`config.mk`:
```
export PLATFORM = sky130hd
export DESIGN_NAME = axis_bram_trig_writer
export DESIGN_NICKNAME = d
export VERILOG_FILES = /design/src/rtl/axis_bram_trig_writer.sv
export SDC_FILE = /design/constraint.sdc
export NUM_CORES = 1
export LEC_CHECK = 0
export ABC_AREA = 1
export BUFFER_PORTS_ARGS = -buffer_cell sky130_fd_sc_hd__clkbuf_2
export CAP_MARGIN = 25
export CELL_PAD_IN_SITES_DETAIL_PLACEMENT = 1
export CELL_PAD_IN_SITES_GLOBAL_PLACEMENT = 2
export CORE_MARGIN = 2
export CORE_UTILIZATION = 22
export CTS_CLUSTER_DIAMETER = 40
export DETAILED_ROUTE_END_ITERATION = 7
export GPL_TIMING_DRIVEN = 0
export PLACE_DENSITY_LB_ADDON = 0.1
export REMOVE_ABC_BUFFERS = 1
export SYNTH_ARGS = -nofsm -noshare
export SYNTH_HDL_FRONTEND = slang
export SYNTH_SLANG_ARGS = --single-unit
```
`constraint.sdc`:
```
create_clock -name aclk -period 2.2 [get_ports aclk]
set_input_delay 0.22 -clock aclk [delete_from_list [all_inputs] [get_ports aclk]]
set_output_delay 0.22 -clock aclk [all_outputs]
set_load 0.01 [all_outputs]
```
`src/rtl/axis_bram_trig_writer.sv`:
```
// AXI4-Stream to BRAM ring writer with continuous and one-shot
// triggered capture (pre/post sample counts, trigger address).
//
// Ports:
//   aclk, aresetn     clock, synchronous active-low reset
//   cfg_last          last ring address (wraps to 0 after it)
//   cfg_pre/cfg_post  samples written before arming / after trigger
//   cfg_mode          0 continuous ring, 1 triggered one-shot
//   cfg_run           rising edge starts, low aborts to IDLE
//   trg               trigger qualifier, used only with a valid beat
//   sts_*             write address, trigger address, state, done
//   s_axis_*          sample stream (always ready)
//   b_bram_*          BRAM write port
module axis_bram_trig_writer #(
  parameter int AXIS_TDATA_WIDTH = 32,
  parameter int BRAM_DATA_WIDTH  = 32,
  parameter int BRAM_ADDR_WIDTH  = 10,
  parameter int CNTR_WIDTH       = 32
) (
  input  logic                         aclk,
  input  logic                         aresetn,
  input  logic [BRAM_ADDR_WIDTH-1:0]   cfg_last,
  input  logic [CNTR_WIDTH-1:0]        cfg_pre,
  input  logic [CNTR_WIDTH-1:0]        cfg_post,
  input  logic                         cfg_mode,
  input  logic                         cfg_run,
  input  logic                         trg,
  output logic [BRAM_ADDR_WIDTH-1:0]   sts_addr,
  output logic [BRAM_ADDR_WIDTH-1:0]   sts_trig_addr,
  output logic [2:0]                   sts_state,
  output logic                         sts_done,
  input  logic [AXIS_TDATA_WIDTH-1:0]  s_axis_tdata,
  input  logic                         s_axis_tvalid,
  output logic                         s_axis_tready,
  output logic                         b_bram_clk,
  output logic                         b_bram_rst,
  output logic                         b_bram_en,
  output logic [BRAM_DATA_WIDTH/8-1:0] b_bram_we,
  output logic [BRAM_ADDR_WIDTH-1:0]   b_bram_addr,
  output logic [BRAM_DATA_WIDTH-1:0]   b_bram_wdata
);

  typedef enum logic [2:0] {
    S_IDLE  = 3'd0,
    S_RUN   = 3'd1,
    S_PRE   = 3'd2,
    S_ARMED = 3'd3,
    S_POST  = 3'd4,
    S_DONE  = 3'd5
  } state_t;

  state_t                     state, state_nxt;
  logic [BRAM_ADDR_WIDTH-1:0] addr, addr_nxt, addr_inc;
  logic [BRAM_ADDR_WIDTH-1:0] trig_addr, trig_nxt;
  logic [CNTR_WIDTH-1:0]      cnt, cnt_nxt, cnt_inc;
  logic                       run_d, run_rise;
  logic                       writing, wr;

  assign writing = (state == S_RUN) || (state == S_PRE) ||
                   (state == S_ARMED) || (state == S_POST);

  // Gated by aresetn so a beat during the reset cycle is not written.
  assign wr       = aresetn & writing & s_axis_tvalid;
  assign run_rise = cfg_run & ~run_d;
  assign addr_inc = (addr == cfg_last) ? '0 : addr + 1'b1;
  assign cnt_inc  = cnt + 1'b1;

  always_ff @(posedge aclk) begin
    if (!aresetn) begin
      state     <= S_IDLE;
      addr      <= '0;
      trig_addr <= '0;
      cnt       <= '0;
      run_d     <= 1'b0;
    end else begin
      state     <= state_nxt;
      addr      <= addr_nxt;
      trig_addr <= trig_nxt;
      cnt       <= cnt_nxt;
      run_d     <= cfg_run;
    end
  end

  always_comb begin
    state_nxt = state;
    addr_nxt  = addr;
    trig_nxt  = trig_addr;
    cnt_nxt   = cnt;
    if (wr) addr_nxt = addr_inc;
    unique case (state)
      S_IDLE: begin
        if (run_rise) begin
          addr_nxt = '0;
          cnt_nxt  = '0;
          if (!cfg_mode)
            state_nxt = S_RUN;
          else if (cfg_pre != '0)
            state_nxt = S_PRE;
          else
            state_nxt = S_ARMED;
        end
      end
      S_PRE: begin
        if (wr) begin
          cnt_nxt = cnt_inc;
          if (cnt_inc == cfg_pre) state_nxt = S_ARMED;
        end
      end
      S_ARMED: begin
        if (wr && trg) begin
          trig_nxt  = addr;
          cnt_nxt   = '0;
          state_nxt = (cfg_post != '0) ? S_POST : S_DONE;
        end
      end
      S_POST: begin
        if (wr) begin
          cnt_nxt = cnt_inc;
          if (cnt_inc == cfg_post) state_nxt = S_DONE;
        end
      end
      default: ;
    endcase
    // Abort wins over everything; addresses are kept for readout.
    if (!cfg_run) state_nxt = S_IDLE;
  end

  assign sts_addr      = addr;
  assign sts_trig_addr = trig_addr;
  assign sts_state     = state;
  assign sts_done      = (state == S_DONE);
  assign s_axis_tready = 1'b1;
  assign b_bram_clk    = aclk;
  assign b_bram_rst    = ~aresetn;
  assign b_bram_en     = wr;
  assign b_bram_we     = {(BRAM_DATA_WIDTH/8){wr}};
  assign b_bram_addr   = addr;
  assign b_bram_wdata  = BRAM_DATA_WIDTH'(s_axis_tdata);

endmodule

```
==> results by group <==
Outcome
  – Outcome: finished, violations left
  – Failing checks: negative setup slack

Global route
  – Vias in the first global route: 6,208
  – GRT Util Overall: 18.3%
  – GRT Residual Overflow: 0
  – Initial antenna violation count: 0
  – Largest net degree at the start of global routing: 20
  – First-pass GRT wire length: 34,600 um

Critical path
  – Most Frequent Cell on Critical Path: nand2_2
  – Flop-to-flop setup slack: -230 ps
  – WP buf/inv: 2
  – Crit path DAT: 2710 ps
  – CP delay by family, top: simple AND/OR/NAND/NOR gates
  – Worst setup EP type: register
  – Worst path max stage delay: 380 ps
  – Crit Path Category: reg2reg
  – Critical R2R Launch: cnt[0]
  – Worst setup SP type: register
  – Worst Reg2Reg Path Length in Cells: 20
  – Worst path slowest cell: dfxtp_4
  – Worst path cell trace: ha_4 -> nand2_2 -> nor2_4 -> buf_12 -> nand2_8 -> nor2_4 -> nand2_2 -> nand2_2 -> nand2_2 -> nand2_2 -> nand2_1 -> nor2_1 -> nand2_1 -> nor2_2 -> nand3_1 -> nand2_2 -> nand3_4 -> nand2_1 -> inv_1 -> nor2_1
  – Worst path required time: 2480 ps
  – Worst-path fanout max: 5
  – Worst R2R End: sts_state[2]

Synthesis
  – Top-count cell post-synth: nand2_1
  – Yosys cell types: 38
  – Post-synth design cell area: 0.00524 mm^2
  – Syn Inst Count: 921
  – Sequential element share of the synthesized area: 21.4%
  – FF+latch count, synth: 56
  – Most used DFF post-synth: dfxtp_1
  – Yosys warning total: 0
  – Most common library cells after synthesis: 294 x nand2_1, 116 x nor2_1, 113 x inv_1
  – Area fraction of the dominant cell type after synthesis: 21.4%
  – Synth area leaders: dfxtp_1 21%, nand2_1 21%, nand3_1 8.5%, nor2_1 8.3%, inv_1 8.1%
  – Asr flop ratio synth: 0%
  – Synth area leader: dfxtp_1
  – Avg Inst Size Synth: 5.69 um^2
  – EDFF count, synth: 0

Routing
  – Remaining design rule violation count: 0
  – Vias: 5,989
  – Antenna Nets Post-Route: 0
  – Vias per cell: 4.43
  – DR WL/cell: 16.5 um
  – Post-Route WL: 22,300 um
  – Iter 0 DRT Violations: 198
  – TritonRoute pass-1 iters: 6

Clock tree
  – Clk_lat worst skew: 350 ps
  – CTS Buf Count: 9
  – H-tree levels: 3
  – Root buffer cell: clkbuf_16
  – CTS tree: built
  – Max Buffers Root-to-Sink: 2
  – Clock transition at path regs: 60 ps

Hold path
  – Min-delay src: cfg_run
  – Hold Crit Depth: 3
  – Hold Path Sink: sts_state[0]
  – Hold WC Path Type: in2reg

Placement
  – Post-placement setup slack: -2660 ps
  – GP Congestion: 0.791
  – Port Buffer Count: 120
  – Cell Area, Placed: 0.00590 mm^2
  – Dpl hpwl: 18,000 um

Timing
  – Slew @ Worst Pin: 650 ps
  – Final setup violation count: 3
  – Fin worst setup slack: -230 ps
  – Max Freq: 0.411 GHz
  – Clock skew: 8.85 ps
  – Final min period: 2430 ps
  – Unrepaired setup endpoints after global routing: yes
  – Final Cycle Share: 110%
  – Max Slew Vio Count: 0
  – Slew margin rel.: 56.3%
  – Post-route setup TNS: -684 ps
  – Final Hold Fails: 0

Layout
  – Final Util: 29.2%
  – Share of layout cells above drive strength 1: 29.4%
  – N_diodes: 0
  – Filler Cell Count: 3,134
  – NumNets Final: 1,141
  – Final instance area: 0.00684 mm^2
  – Layout area overhead: 30.4%

Die
  – IO Count: 186
  – Core area: 0.0234 mm^2
  – Initial core utilization: 22.4%
  – Chip width: 158 um
  – Rows: 56
  – Die area: 0.0251 mm^2
  – Die H: 158 um

Pwr
  – PwrDens: 478 mW/mm^2
  – Pwr Total: 3.27 mW
  – Leakage Power: 2.99 nW
  – Maximum VDD drop: 0.301 mV

Flow run
  – Max-cap violation count: 0
## layer usage
layer / vias up / share of wire (%) / track usage (%)
met5: - / 0 / 2.28
met4: 0 / 1.4 / 4.59
met3: 15 / 4.4 / 4.44
met1: 2766 / 47 / 23.6
met2: 120 / 47 / 30.4
li1: 3088 / - / -
## stage by stage
stage / hold slack, ps / instances
2_1_floorplan: 220 / 860
3_3_place_gp: 323 / 1299
3_5_place_dp: 323 / 1302
4_1_cts: 108 / 1347
5_1_grt: 163 / 1351
6_report: 132 / 1351
## layout make-up
class / instances / area [um^2] / share of cell area (%)
Timing Repair Buffer: 153 / 930 / 13.6
Timing Repair inverter: 2 / 15.0 / 0.220
Clock buffer: 10 / 230 / 3.37
Inverter: 114 / 449 / 6.57
Sequential cell: 56 / 1150 / 16.9
Multi-Input combinational cell: 690 / 3600 / 52.7
Clock inverter: 7 / 56.3 / 0.823
Tap cell: 319 / 399 / 5.84
## tightest hold or removal path, stage by stage
cell	delay, ps
clkbuf_2	90
nand2_1	100
a21oi_2	30
## power breakdown
part           internal [mW]  switching [mW]  leakage (nW)
Clock                  0.796           0.645         0.147
Combinational          0.323           0.460          2.38
Sequential              1.03          0.0212         0.463
## state kept, by name, summed over array words and instances, names as in the netlist
signal and count:
sts_trig_addr 10, b_bram_addr 10, sts_state 3, cnt 32
run_d 1
## cell families (layout without fill, tap and decap cells)
kind of cell    after synthesis  count (layout)  share of synthesized area, %
compound gates               76              76                          7.95
xor+xnor                     25              25                          4.44
fa+ha+maj                     2               2                         0.477
buf+inv                     175             286                          16.1
flops                        56              56                          21.4
other cells                   1               1                        0.0715
simple gates                586             586                          49.6
## timing repair
action                                  in CTS  in global routing
pin swaps                                   30                 16
cloned                                       2                  0
buffers inserted                            27                  4
resized for setup                          101                 26
endpoints found under the setup margin      56                 44
hold buffers                                 0                  0
## layout by cell type (no fill, tap or decap), types with 13 or more instances in the layout
| master | synthesis | final |
|---|---|---|
| a21oi_1 | 46 | 43 |
| buf_4 | 48 | 27 |
| clkbuf_2 | 0 | 119 |
| dfxtp_1 | 56 | 35 |
| dfxtp_2 | 0 | 18 |
| inv_1 | 113 | 106 |
| nand2_1 | 294 | 273 |
| nand2_2 | 16 | 34 |
| nand3_1 | 89 | 85 |
| nand4_1 | 15 | 15 |
| nor2_1 | 116 | 86 |
| nor2_2 | 6 | 24 |
| nor2_4 | 7 | 19 |
| o21ai_0 | 17 | 17 |
| xnor2_1 | 13 | 13 |
## worst max-delay path by stage
stage              endpoint  cells past startpoint  slack [ps]    start
5_1_grt        sts_state[1]                     18        -460   cnt[0]
2_1_floorplan       cnt[22]                     11       -1040  aresetn
3_3_place_gp        cnt[28]                     12       -3420  aresetn
3_5_place_dp        cnt[28]                     14       -2660  aresetn
6_report       sts_state[2]                     20        -230   cnt[0]
4_1_cts        sts_state[2]                     20        -230   cnt[0]
Power figures use the tool's default switching activity.
